`config.mk`:
```
export PLATFORM = sky130hd
export DESIGN_NAME = pipe_hazard_ctrl_flat
export DESIGN_NICKNAME = d
export VERILOG_FILES = /design/src/rtl/pipe_hazard_ctrl_if.sv /design/src/rtl/pipe_hazard_ctrl.sv /design/src/flat_wrapper.sv
export SDC_FILE = /design/constraint.sdc
export NUM_CORES = 1
export LEC_CHECK = 0
export CAP_MARGIN = 25
export CORE_UTILIZATION = 40
export DETAILED_ROUTE_END_ITERATION = 12
export PLACE_DENSITY = 0.71
export SETUP_SLACK_MARGIN = 0.4
export SYNTH_ARGS = -nofsm -noshare
export SYNTH_HDL_FRONTEND = slang
export SYNTH_SLANG_ARGS = --single-unit
export TNS_END_PERCENT = 1
```
`constraint.sdc`:
```
create_clock -name clk -period 3.25 [get_ports clk]
set_input_delay 0.65 -clock clk [delete_from_list [all_inputs] [get_ports clk]]
set_output_delay 0.65 -clock clk [all_outputs]
set_load 0.03 [all_outputs]
```
`src/rtl/pipe_hazard_ctrl_if.sv`:
```
// Decode-stage hazard controller bus. The ID decoder is the master and the hazard controller is the slave.
interface pipe_hazard_ctrl_if #(
   parameter int DEPTH = 3
);
   localparam int SELW = $clog2(DEPTH + 1);

   logic            id_valid;
   logic [4:0]      id_rs;
   logic [4:0]      id_rt;
   logic            id_rs_rd;
   logic            id_rt_rd;
   logic            id_wr;
   logic [4:0]      id_wdst;
   logic            id_is_load;
   logic            id_md;
   logic            id_hilo_rd;
   logic            ex_br_taken;
   logic            stall;
   logic            flush;
   logic            issue;
   logic            md_busy;
   logic [SELW-1:0] fwd_a_sel;
   logic [SELW-1:0] fwd_b_sel;

   modport master (
      output id_valid, id_rs, id_rt, id_rs_rd, id_rt_rd, id_wr, id_wdst,
             id_is_load, id_md, id_hilo_rd, ex_br_taken,
      input  stall, flush, issue, md_busy, fwd_a_sel, fwd_b_sel
   );

   modport slave (
      input  id_valid, id_rs, id_rt, id_rs_rd, id_rt_rd, id_wr, id_wdst,
             id_is_load, id_md, id_hilo_rd, ex_br_taken,
      output stall, flush, issue, md_busy, fwd_a_sel, fwd_b_sel
   );
endinterface

```
`src/rtl/pipe_hazard_ctrl.sv`:
```
// ID-stage hazard/issue controller: in-flight write scoreboard, RAW and MULT/DIV stalls, branch squash.
// Define FORWARD_EN to build with bypass selects and load-use-only stalls.
module pipe_hazard_ctrl #(
   parameter int DEPTH  = 3,
   parameter int MD_LAT = 4
) (
   input logic               clk,
   input logic               rst_n,
   pipe_hazard_ctrl_if.slave hz
);
   localparam int SELW = $clog2(DEPTH + 1);

   logic [DEPTH-1:0] sb_v;
   logic [4:0]       sb_dst [DEPTH];
   logic [DEPTH-1:0] match_a;
   logic [DEPTH-1:0] match_b;
   logic [5:0]       md_cnt;
   logic [5:0]       md_cnt_nxt;
   logic             md_busy_q;
   logic             raw_hz;
   logic             md_hz;
   logic             flush_w;
   logic             stall_w;
   logic             issue_w;
   logic             push;
   logic [SELW-1:0]  fwd_a;
   logic [SELW-1:0]  fwd_b;
`ifdef FORWARD_EN
   // Only the EX-stage load flag matters: from MEM onward load data is forwardable.
   logic             ld_ex;
`endif

   always_comb begin
      match_a = '0;
      match_b = '0;
      for (int k = 0; k < DEPTH; k++) begin
         match_a[k] = hz.id_rs_rd && (hz.id_rs != 5'd0) && sb_v[k] && (sb_dst[k] == hz.id_rs);
         match_b[k] = hz.id_rt_rd && (hz.id_rt != 5'd0) && sb_v[k] && (sb_dst[k] == hz.id_rt);
      end
   end

`ifdef FORWARD_EN
   always_comb begin
      fwd_a = '0;
      fwd_b = '0;
      // Walk oldest to youngest so the youngest producer wins.
      for (int k = DEPTH - 1; k >= 0; k--) begin
         if (match_a[k]) fwd_a = SELW'(k + 1);
         if (match_b[k]) fwd_b = SELW'(k + 1);
      end
   end
   assign raw_hz = (match_a[0] || match_b[0]) && ld_ex;
`else
   assign fwd_a  = '0;
   assign fwd_b  = '0;
   assign raw_hz = (|match_a) || (|match_b);
`endif

   assign md_hz   = md_busy_q && (hz.id_md || hz.id_hilo_rd);
   assign flush_w = hz.ex_br_taken;
   assign stall_w = hz.id_valid && !flush_w && (raw_hz || md_hz);
   assign issue_w = hz.id_valid && !stall_w && !flush_w;
   assign push    = issue_w && hz.id_wr && (hz.id_wdst != 5'd0);

   always_comb begin
      md_cnt_nxt = md_cnt;
      if (issue_w && hz.id_md) begin
         md_cnt_nxt = 6'(MD_LAT);
      end else if (md_cnt != 6'd0) begin
         md_cnt_nxt = md_cnt - 6'd1;
      end
   end

   always_ff @(posedge clk) begin
      if (!rst_n) begin
         sb_v      <= '0;
         for (int k = 0; k < DEPTH; k++) sb_dst[k] <= 5'd0;
         md_cnt    <= 6'd0;
         md_busy_q <= 1'b0;
`ifdef FORWARD_EN
         ld_ex     <= 1'b0;
`endif
      end else begin
         for (int k = DEPTH - 1; k > 0; k--) begin
            sb_v[k]   <= sb_v[k-1];
            sb_dst[k] <= sb_dst[k-1];
         end
         sb_v[0]   <= push;
         sb_dst[0] <= push ? hz.id_wdst : 5'd0;
         md_cnt    <= md_cnt_nxt;
         md_busy_q <= (md_cnt_nxt != 6'd0);
`ifdef FORWARD_EN
         ld_ex     <= push && hz.id_is_load;
`endif
      end
   end

   assign hz.stall     = stall_w;
   assign hz.flush     = flush_w;
   assign hz.issue     = issue_w;
   assign hz.md_busy   = md_busy_q;
   assign hz.fwd_a_sel = fwd_a;
   assign hz.fwd_b_sel = fwd_b;
endmodule

```
`src/flat_wrapper.sv`:
```
// flat-port wrapper written by rule: the top's interface ports become plain ports
module pipe_hazard_ctrl_flat 
#(
   parameter int DEPTH  = 3,
   parameter int MD_LAT = 4
)
  (clk, rst_n, hz_id_valid, hz_id_rs, hz_id_rt, hz_id_rs_rd, hz_id_rt_rd, hz_id_wr, hz_id_wdst, hz_id_is_load, hz_id_md, hz_id_hilo_rd, hz_ex_br_taken, hz_stall, hz_flush, hz_issue, hz_md_busy, hz_fwd_a_sel, hz_fwd_b_sel);
  pipe_hazard_ctrl_if #(.DEPTH(DEPTH)) hz_i ();
  input logic clk;
  input logic rst_n;
  input wire logic [$bits(hz_i.id_valid)-1:0] hz_id_valid;
  input wire logic [$bits(hz_i.id_rs)-1:0] hz_id_rs;
  input wire logic [$bits(hz_i.id_rt)-1:0] hz_id_rt;
  input wire logic [$bits(hz_i.id_rs_rd)-1:0] hz_id_rs_rd;
  input wire logic [$bits(hz_i.id_rt_rd)-1:0] hz_id_rt_rd;
  input wire logic [$bits(hz_i.id_wr)-1:0] hz_id_wr;
  input wire logic [$bits(hz_i.id_wdst)-1:0] hz_id_wdst;
  input wire logic [$bits(hz_i.id_is_load)-1:0] hz_id_is_load;
  input wire logic [$bits(hz_i.id_md)-1:0] hz_id_md;
  input wire logic [$bits(hz_i.id_hilo_rd)-1:0] hz_id_hilo_rd;
  input wire logic [$bits(hz_i.ex_br_taken)-1:0] hz_ex_br_taken;
  output wire logic [$bits(hz_i.stall)-1:0] hz_stall;
  output wire logic [$bits(hz_i.flush)-1:0] hz_flush;
  output wire logic [$bits(hz_i.issue)-1:0] hz_issue;
  output wire logic [$bits(hz_i.md_busy)-1:0] hz_md_busy;
  output wire logic [$bits(hz_i.fwd_a_sel)-1:0] hz_fwd_a_sel;
  output wire logic [$bits(hz_i.fwd_b_sel)-1:0] hz_fwd_b_sel;
  assign hz_i.id_valid = hz_id_valid;
  assign hz_i.id_rs = hz_id_rs;
  assign hz_i.id_rt = hz_id_rt;
  assign hz_i.id_rs_rd = hz_id_rs_rd;
  assign hz_i.id_rt_rd = hz_id_rt_rd;
  assign hz_i.id_wr = hz_id_wr;
  assign hz_i.id_wdst = hz_id_wdst;
  assign hz_i.id_is_load = hz_id_is_load;
  assign hz_i.id_md = hz_id_md;
  assign hz_i.id_hilo_rd = hz_id_hilo_rd;
  assign hz_i.ex_br_taken = hz_ex_br_taken;
  assign hz_stall = hz_i.stall;
  assign hz_flush = hz_i.flush;
  assign hz_issue = hz_i.issue;
  assign hz_md_busy = hz_i.md_busy;
  assign hz_fwd_a_sel = hz_i.fwd_a_sel;
  assign hz_fwd_b_sel = hz_i.fwd_b_sel;
  pipe_hazard_ctrl #(.DEPTH(DEPTH), .MD_LAT(MD_LAT)) u_core (.clk(clk), .rst_n(rst_n), .hz(hz_i));
endmodule
```
; ---- Word-level counts from Yosys, hierarchy flattened
; Memory sizes are Yosys's and may differ from the RTL's.
; Cells that the tools add are included.
[totals]
reg_bits = 10
latchBits = 0
mem_bits_rw = 15
mem_bits_ro = 0
inputBits = 25
out_inout_bits = 8
elab_cells = 56
n_memories = 1
[classes]
add_sub_neg = 1
multipliers = 0
div = 0
order_cmp = 0
eq_ne = 6
shifts = 0
mux = 8
bitwise = 3
reduce_logical = 34
[mem_list]
columns = name, words, word_bits, rd, rd_clocked_by_memory_dff, write_ports, line
row1 = u_core.sb_dst, 3, 5, 3, 0, 3, pipe_hazard_ctrl.sv:14  ; logic [4:0] sb_dst [DEPTH];
[ops]
columns = op, count
row1 = 5-bit == test, 6
row2 = 1-bit logical AND, 22
row3 = 5-bit two-way mux, 4
row4 = 5-bit nonzero test, 3
row5 = 6-bit two-way mux, 2
row6 = 6-bit nonzero test, 2
row7 = 3-bit OR reduction, 2
row8 = "6-bit by 1-bit subtractor with 6-bit output, second input constant", 1
row9 = 1-bit logical OR, 3
row10 = 1-bit OR, 3
row11 = 1-bit zero test, 2
row12 = 1-bit two-way mux, 2

; ---- Logic depth before layout (Yosys ltp)
; Gate-level depths: netlist (run 1).
[logic_depth]
ltp_word = 15
depth_mapped = 7
ltp_nobuf = 7

; ---- Worst setup path before layout (run 1)
; OpenSTA, ideal clock, no wires.
[synth_timing]
kind = input -> output
from = in hz_id_rs[3]
to = out hz_stall
arrival_ps = 2314
required_time_ps = 2600
path_slack_ps = 286
stages = 4
n_path_buf = 0
cell_sequence = xor2_1 -> nor4_1 -> a41oi_4 -> a311oi_1
[synth_via]
elab_chain_len = 8
elab_cells_between_ends = 15
classes_between = eq/ne (3) / reduce/logical (12)
[synth_lines]
columns = item, line
row1 = from (decl), flat_wrapper.sv:12  ; input wire logic [$bits(hz_i.id_rs)-1:0] hz_id_rs;
row2 = 5-bit nonzero test, pipe_hazard_ctrl.sv:37  ; match_a[k] = hz.id_rs_rd && (hz.id_rs != 5'd0) && sb_v[k] && (sb_dst[k] == hz.id_rs);
row3 = 1-bit logical AND (3 in a row), pipe_hazard_ctrl.sv:37
row4 = 3-bit OR reduction (*), pipe_hazard_ctrl.sv:56  ; assign raw_hz = (|match_a) || (|match_b);
row5 = 1-bit logical OR (*), pipe_hazard_ctrl.sv:56
row6 = 1-bit logical OR (*), pipe_hazard_ctrl.sv:61  ; assign stall_w = hz.id_valid && !flush_w && (raw_hz || md_hz);
row7 = 1-bit logical AND (*), pipe_hazard_ctrl.sv:61
row8 = to (decl), flat_wrapper.sv:22  ; output wire logic [$bits(hz_i.stall)-1:0] hz_stall;
; Every way passes the cells marked *; elsewhere a longest branch is shown, timed or not.

; ---- Final worst setup path (run 1)
[layout_timing]
from = in hz_id_rt[3]
to = out hz_stall
[layout_via]
elab_chain_len = 8
elab_cells_between_ends = 15
classes_between = eq/ne (3) / reduce/logical (12)
[layout_lines]
columns = item, line
row1 = from (decl), flat_wrapper.sv:13  ; input wire logic [$bits(hz_i.id_rt)-1:0] hz_id_rt;
row2 = 5-bit nonzero test, pipe_hazard_ctrl.sv:38  ; match_b[k] = hz.id_rt_rd && (hz.id_rt != 5'd0) && sb_v[k] && (sb_dst[k] == hz.id_rt);
row3 = 1-bit logical AND (3 in a row), pipe_hazard_ctrl.sv:38
row4 = 3-bit OR reduction (*), pipe_hazard_ctrl.sv:56
row5 = 1-bit logical OR (*), pipe_hazard_ctrl.sv:56
row6 = 1-bit logical OR (*), pipe_hazard_ctrl.sv:61
row7 = 1-bit logical AND (*), pipe_hazard_ctrl.sv:61
; Marked as above.

==> results of run 1 <==
[kinds of logic (layout without fill, tap and decap cells)]
kind of cell	Yosys count	after routing	share of synthesized area (%)
adder cells (fa/ha/maj)	2	2	1.84
flip-flops	25	25	36.8
AND/OR/NAND/NOR	63	63	26.9
XOR/XNOR	33	33	21.2
other	1	4	0.275
buffers and inverters	12	46	4.69
AO/OA/AOI/OAI	14	14	8.27
[where the power goes]
group | switching [mW] | leakage, nW | internal, mW
combinational | 0.205 | 0.496 | 0.176
clock | 0.0959 | 0.0139 | 0.0471
sequential | 0.0363 | 0.203 | 0.348
[timing repair]
action,4_1_cts,5_1_grt
buffers inserted,2,1
pin swaps,10,12
gates resized for setup,26,11
setup endpoints to repair,2,2
[path summary, 6_finish.rpt]
path              slack, ns                            from                        endpoint
setup / recovery       0.49                     hz_id_rt[3]                        hz_stall
hold / removal         0.50       u_core.sb_v[1]$_SDFF_PN0_       u_core.sb_v[2]$_SDFF_PN0_
setup reg to reg       1.49  u_core.sb_dst[0][8]$_SDFF_PN0_  u_core.sb_dst[0][1]$_SDFF_PN0_
hold reg to reg        0.50       u_core.sb_v[1]$_SDFF_PN0_       u_core.sb_v[2]$_SDFF_PN0_
[layer usage]
metal / vias up / GRT usage (%) / part of all wire, %
met1: 533 / 18.5 / 41
met3: 4 / 3.41 / 4.9
met2: 27 / 33.3 / 53
met4: 0 / 6.31 / 0.94
met5: - / 0 / 0
li1: 580 / - / -
[cell type report]
cell class                 instances  area, um2
multi-input combinational        116        836
clock inverter                     1       7.51
inverter                           5       18.8
clock buffer                       3       22.5
timing repair buffer              37        302
tap                               44       55.1
fill                             296       1390
sequential                        25        500
[flip-flops by register name, indices dropped and copies added, names as in the netlist]
| register | flops |
|---|---|
| u_core.hz.md_busy | 1 |
| u_core.md_cnt | 6 |
| u_core.sb_dst | 15 |
| u_core.sb_v | 3 |
[Yosys cell counts]
| master | n |
|---|---|
| dfxtp_1 | 25 |
| xor2_1 | 18 |
| xnor2_1 | 15 |
| and2_1 | 12 |
| nand2_1 | 10 |
| nor2_1 | 10 |
| nand3_1 | 9 |
| buf_4 | 5 |
| nor3_1 | 5 |
| a21oi_1 | 4 |
| inv_1 | 4 |
| nor4_1 | 4 |
| and3_1 | 3 |
| or4_1 | 3 |
| clkbuf_1 | 2 |
| ha_1 | 2 |
| nand4_1 | 2 |
| o21a_1 | 2 |
| a21o_1 | 1 |
| a311oi_1 | 1 |
| a31o_2 | 1 |
| a31oi_1 | 1 |
| a41oi_4 | 1 |
| and4_1 | 1 |
| conb_1 | 1 |
| inv_2 | 1 |
| nand4_4 | 1 |
| nand4b_4 | 1 |
| nor2b_1 | 1 |
| nor3b_1 | 1 |
| o211ai_1 | 1 |
| o21ai_0 | 1 |
| o22ai_1 | 1 |
[stage by stage]
stage / util (%) / hold WS [ns] / instance area (um2)
CTS: 56.5 / 0.501 / 1770
detailed placement: 54.6 / 0.471 / 1710
global route: 55.7 / 0.512 / 1740
finish: 55.7 / 0.500 / 1740
floorplan: - / 0.452 / 1380
global placement: 54.6 / 0.478 / 1710
[worst max-delay path, stage by stage]
cell and delay, ns:
buf_2 0.14, xor2_1 0.15, nor4_1 0.32, nand3_1 0.14, a31o_4 0.25, a311oi_2 0.26
buf_4 0.20
==> flow_summary.ini, run 1 <==
[global_routing]
antenna_found_initial = 0
grtUsageTotal_pct = 17.3
grt_max_degree = 24
grt_pass1_vias = 1140
grt_first_pass_wirelength_um = 4620
grt-ovfl-total = 0

[routing]
antenna_left = 0
via_count = 1144
drcViolationCount = 0
vias_per_cell = 4.95
first_pass_iters = 4
postRouteWirelength_um = 2880
wire_per_inst_um = 12.5
drt_iter0_markers = 28

[outcome]
status = finished clean

[pwr]
p_leak_nw = 0.713
power.total_mw = 0.908
p_per_area_nw_per_um2 = 521
vdd_drop_max_mv = 0.302

[yosys]
synthCells = 150
ys_seq_area_share_pct = 36.8
synth_top_cell_by_area = dfxtp_1
ys_ff_latch = 25
synth.avg_cell_area_um2 = 9.08
yosys_warnings = 0
yosys-top-cells-area = dfxtp_1, xor2_1, xnor2_1, and2_1, nand3_1
synth_top_cell_area_share_pct = 36.8
syn_area_um2 = 1360
synth_cell_types = 33

[setup_path]
worst-setup-path-type = in -> out
critical_path_required_ns = 2.60
cp-end-kind = primary output
ff2ff_path_depth = 8
cp_max_fo = 4
arrival_ns = 2.11
start_kind = input pin

[timing]
setup_viol = 0
rsz0062_at_grt = false
fin_ws_ns = 0.495
period_needed_ns = 2.76
fin_setup_tns_ns = 0
fmax_mhz = 363
fin_crit_sh_pct = 84.8
max_slew_margin_pct = 56.6
skew_ns = 0.00285
slew_viol_final = 0
worst_pin_slew_ns = 0.648
final-hold-violation-count = 0

[cells_and_area]
diodes = 0
final_common_cell = dfxtp_1
drive_above_1_share_pct = 17.6
area_delta_synth_final_pct = 27.9
finalNetCount = 215
fin_cells = 231
final_cell_mix = dfxtp_1, xor2_1, xnor2_1, clkdlybuf4s50_1, and2_1

[cts]
cts-buffers-inserted = 3
h-tree-depth = 1
root_buffer = clkbuf_4
clk_latency_ns = 0.32
cts_tree = done
cts.sinks = 25
clk_path_buf_depth = 2
clk_pin_slew_ns = 0.14
hold_buffers = 0

[placed_design]
dp_cells = 224
gp_congestion = 0.886
dp_slack_ns = 0.0678
io_buffers = 27
hpwlAfterDp_um = 2310

[die]
initial_core_util_pct = 43.5
die_width_um = 60.3
die_h_um = 60.3
io_pins = 33
die-area_um2 = 3640
core_area_um2 = 3130
rows = 20

[hold_path]
hp-class = reg -> reg
hold_path_depth = 1

[run]
maxCapViolCount = 0
No activity file was read; power rests on OpenSTA's default activity.
==> run 2: changes to the inputs <==
--- a/config.mk
+++ b/config.mk
@@ -8,7 +8,7 @@
 export CAP_MARGIN = 25
 export CORE_UTILIZATION = 40
 export DETAILED_ROUTE_END_ITERATION = 12
-export PLACE_DENSITY = 0.71
+export PLACE_DENSITY = 0.73
 export SETUP_SLACK_MARGIN = 0.4
 export SYNTH_ARGS = -nofsm -noshare
 export SYNTH_HDL_FRONTEND = slang
==> constraint.sdc (replaced) <==
create_clock -name clk -period 2.2 [get_ports clk]
set_input_delay 0.44 -clock clk [delete_from_list [all_inputs] [get_ports clk]]
set_output_delay 0.44 -clock clk [all_outputs]
set_load 0.03 [all_outputs]
==> run 2 against run 1 <==
- the flow now finishes with violations (setup timing)
- die area stayed put
- largest cell class unchanged
- design area increased by 5.0%
- via count grew 0.79%
- critical endpoint unchanged
==> flow_summary.ini, run 2 (synthesized netlist as in run 1, its figures left out) <==
[outcome]
status = finished, violations left
violations = setup timing

[setup_path]
critical_path_required_ns = 1.76
cp_slowest_cell = a31o_4
worst-setup-path-type = in -> out
worstSetupStartpoint = hz_id_rt[0]
start_kind = input pin
crit_family = compound AO/OA/AOI/OAI gates
timing.rr.end = u_core.md_cnt[5]$_SDFF_PN0_
reg2reg_setup_slack_ns = 0.45
critPathBufInv = 2
r2r-start = u_core.sb_dst[0][4]$_SDFF_PN0_
cp-end-kind = primary output
cp_max_fo = 4
ff2ff_path_depth = 8
cp_cell_sequence = clkdlybuf4s15_2 -> xor2_1 -> nor4_2 -> nand3_1 -> a31o_4 -> a311oi_4 -> buf_6
slowest_delay_ns = 0.29
arrival_ns = 1.94

[timing]
worst_pin_slew_ns = 0.700
fmax_mhz = 420
fin_setup_tns_ns = -0.349
fin_ws_ns = -0.183
fin_crit_sh_pct = 108
period_needed_ns = 2.38
skew_ns = 0.00191
max_slew_margin_pct = 53.2
slew_viol_final = 0
final-hold-violation-count = 0
setup_viol = 2
rsz0062_at_grt = true

[global_routing]
grtUsageTotal_pct = 18.7
antenna_found_initial = 0
grt-ovfl-total = 0
grt_max_degree = 24
grt_first_pass_wirelength_um = 5110
grt_pass1_vias = 1156

[cts]
clk_pin_slew_ns = 0.14
root_buffer = clkbuf_4
clk_latency_ns = 0.31
hold_buffers = 0
h-tree-depth = 1
cts_tree = done
clk_path_buf_depth = 2
cts-buffers-inserted = 3
cts.sinks = 25

[routing]
first_pass_iters = 4
drt_iter0_markers = 36
postRouteWirelength_um = 3080
antenna_left = 0
via_count = 1153
drcViolationCount = 0
wire_per_inst_um = 13.1
vias_per_cell = 4.91

[run]
maxCapViolCount = 0

[pwr]
p_per_area_nw_per_um2 = 748
p_leak_nw = 0.758
vdd_drop_max_mv = 0.548

[cells_and_area]
final_cell_mix = dfxtp_1, xor2_1, xnor2_1, buf_4, clkdlybuf4s50_1
top_register = u_core.sb_dst
area_delta_synth_final_pct = 34.4
final_core_util_pct = 58.5
largest_reg_flops = 15
final_common_cell = dfxtp_1
fill_cells = 269
diodes = 0
finalNetCount = 219
drive_above_1_share_pct = 23.6
top_regs = u_core.sb_dst x15, u_core.md_cnt x6, u_core.sb_v x3

[hold_path]
min_to = u_core.sb_dst[0][5]$_SDFF_PN0_
hp-class = reg -> reg
hold_start = u_core.sb_dst[0][0]$_SDFF_PN0_
hold_path_depth = 1

[placed_design]
hpwlAfterDp_um = 2440
gp_congestion = 0.884
io_buffers = 27

[die]
io_pins = 33
die-area_um2 = 3640
core_area_um2 = 3130
die_width_um = 60.3
die_h_um = 60.3
rows = 20
initial_core_util_pct = 43.5
## run 2: worst reg2reg max path, delay by kind of cell, from the launching register on
kind | cells | cell delay (ns)
XOR/XNOR | 1 | 0.13
buffers and inverters | 3 | 0.49
AND/OR/NAND/NOR | 3 | 0.57
AO/OA/AOI/OAI | 1 | 0.13
flip-flops | 1 | 0.35
## run 2: area by class of cell
type                    instances  area [um2]  share of cell area (%)
clock buffers                   3        22.5                    1.23
clock inverters                 1        7.51                   0.410
inverters                       5        21.3                    1.16
multi-input cells             116         865                    47.3
flip-flops and latches         25         507                    27.7
well taps                      44        55.1                    3.01
repair buffers                 41         352                    19.2
## run 2: how the worst max path moves through the flow
stage / slack [ns] / cells after the start / end
CTS: -0.22 / 6 / hz_stall
floorplan: 0.05 / 5 / hz_issue
finish: -0.18 / 7 / hz_stall
global placement: -0.56 / 7 / hz_stall
detailed placement: -0.59 / 7 / hz_stall
global route: -0.30 / 6 / hz_stall
## run 2: power breakdown
group          internal (mW)  switching [mW]  leakage [nW]
Combinational          0.271           0.324         0.538
Sequential             0.514          0.0530         0.206
Clock                 0.0692           0.137        0.0139
## run 2: per-layer routing
metal | GRT usage (%) | part of all wire (%) | up-vias
li1 | - | - | 583
met1 | 21.9 | 40 | 545
met2 | 36.1 | 57 | 23
met3 | 2.13 | 3.0 | 2
met4 | 3.99 | 0.26 | 0
met5 | 0 | 0 | -
## run 2: timing repair
action / 4_1_cts / 5_1_grt
setup buffers: 2 / 0
resized for setup: 35 / 14
pin swaps: 11 / 3
setup endpoints to repair: 16 / 16
endpoints found under the hold margin: 0 / 0
## run 2: per-stage QoR
stage	cell area, um2	hold slack (ns)	instances	setup slack, ns	power [mW]
after CTS	1810	0.510	235	-0.219	1.36
final	1830	0.517	235	-0.183	1.37
after global placement	1760	0.480	229	-0.556	1.12
after floorplan	1390	0.452	153	0.0455	0.983
after detailed placement	1760	0.489	229	-0.593	1.15
after global routing	1830	0.522	235	-0.298	1.47
==> run 3: changes to the inputs <==
--- a/config.mk
+++ b/config.mk
@@ -7,6 +7,7 @@
 export LEC_CHECK = 0
 export CAP_MARGIN = 25
 export CORE_UTILIZATION = 40
+export CTS_CLUSTER_DIAMETER = 30
 export DETAILED_ROUTE_END_ITERATION = 12
 export PLACE_DENSITY = 0.73
 export SETUP_SLACK_MARGIN = 0.4
==> results of run 3 <==
Same layout as run 2: the final DEF is identical, and so are final timing and power.
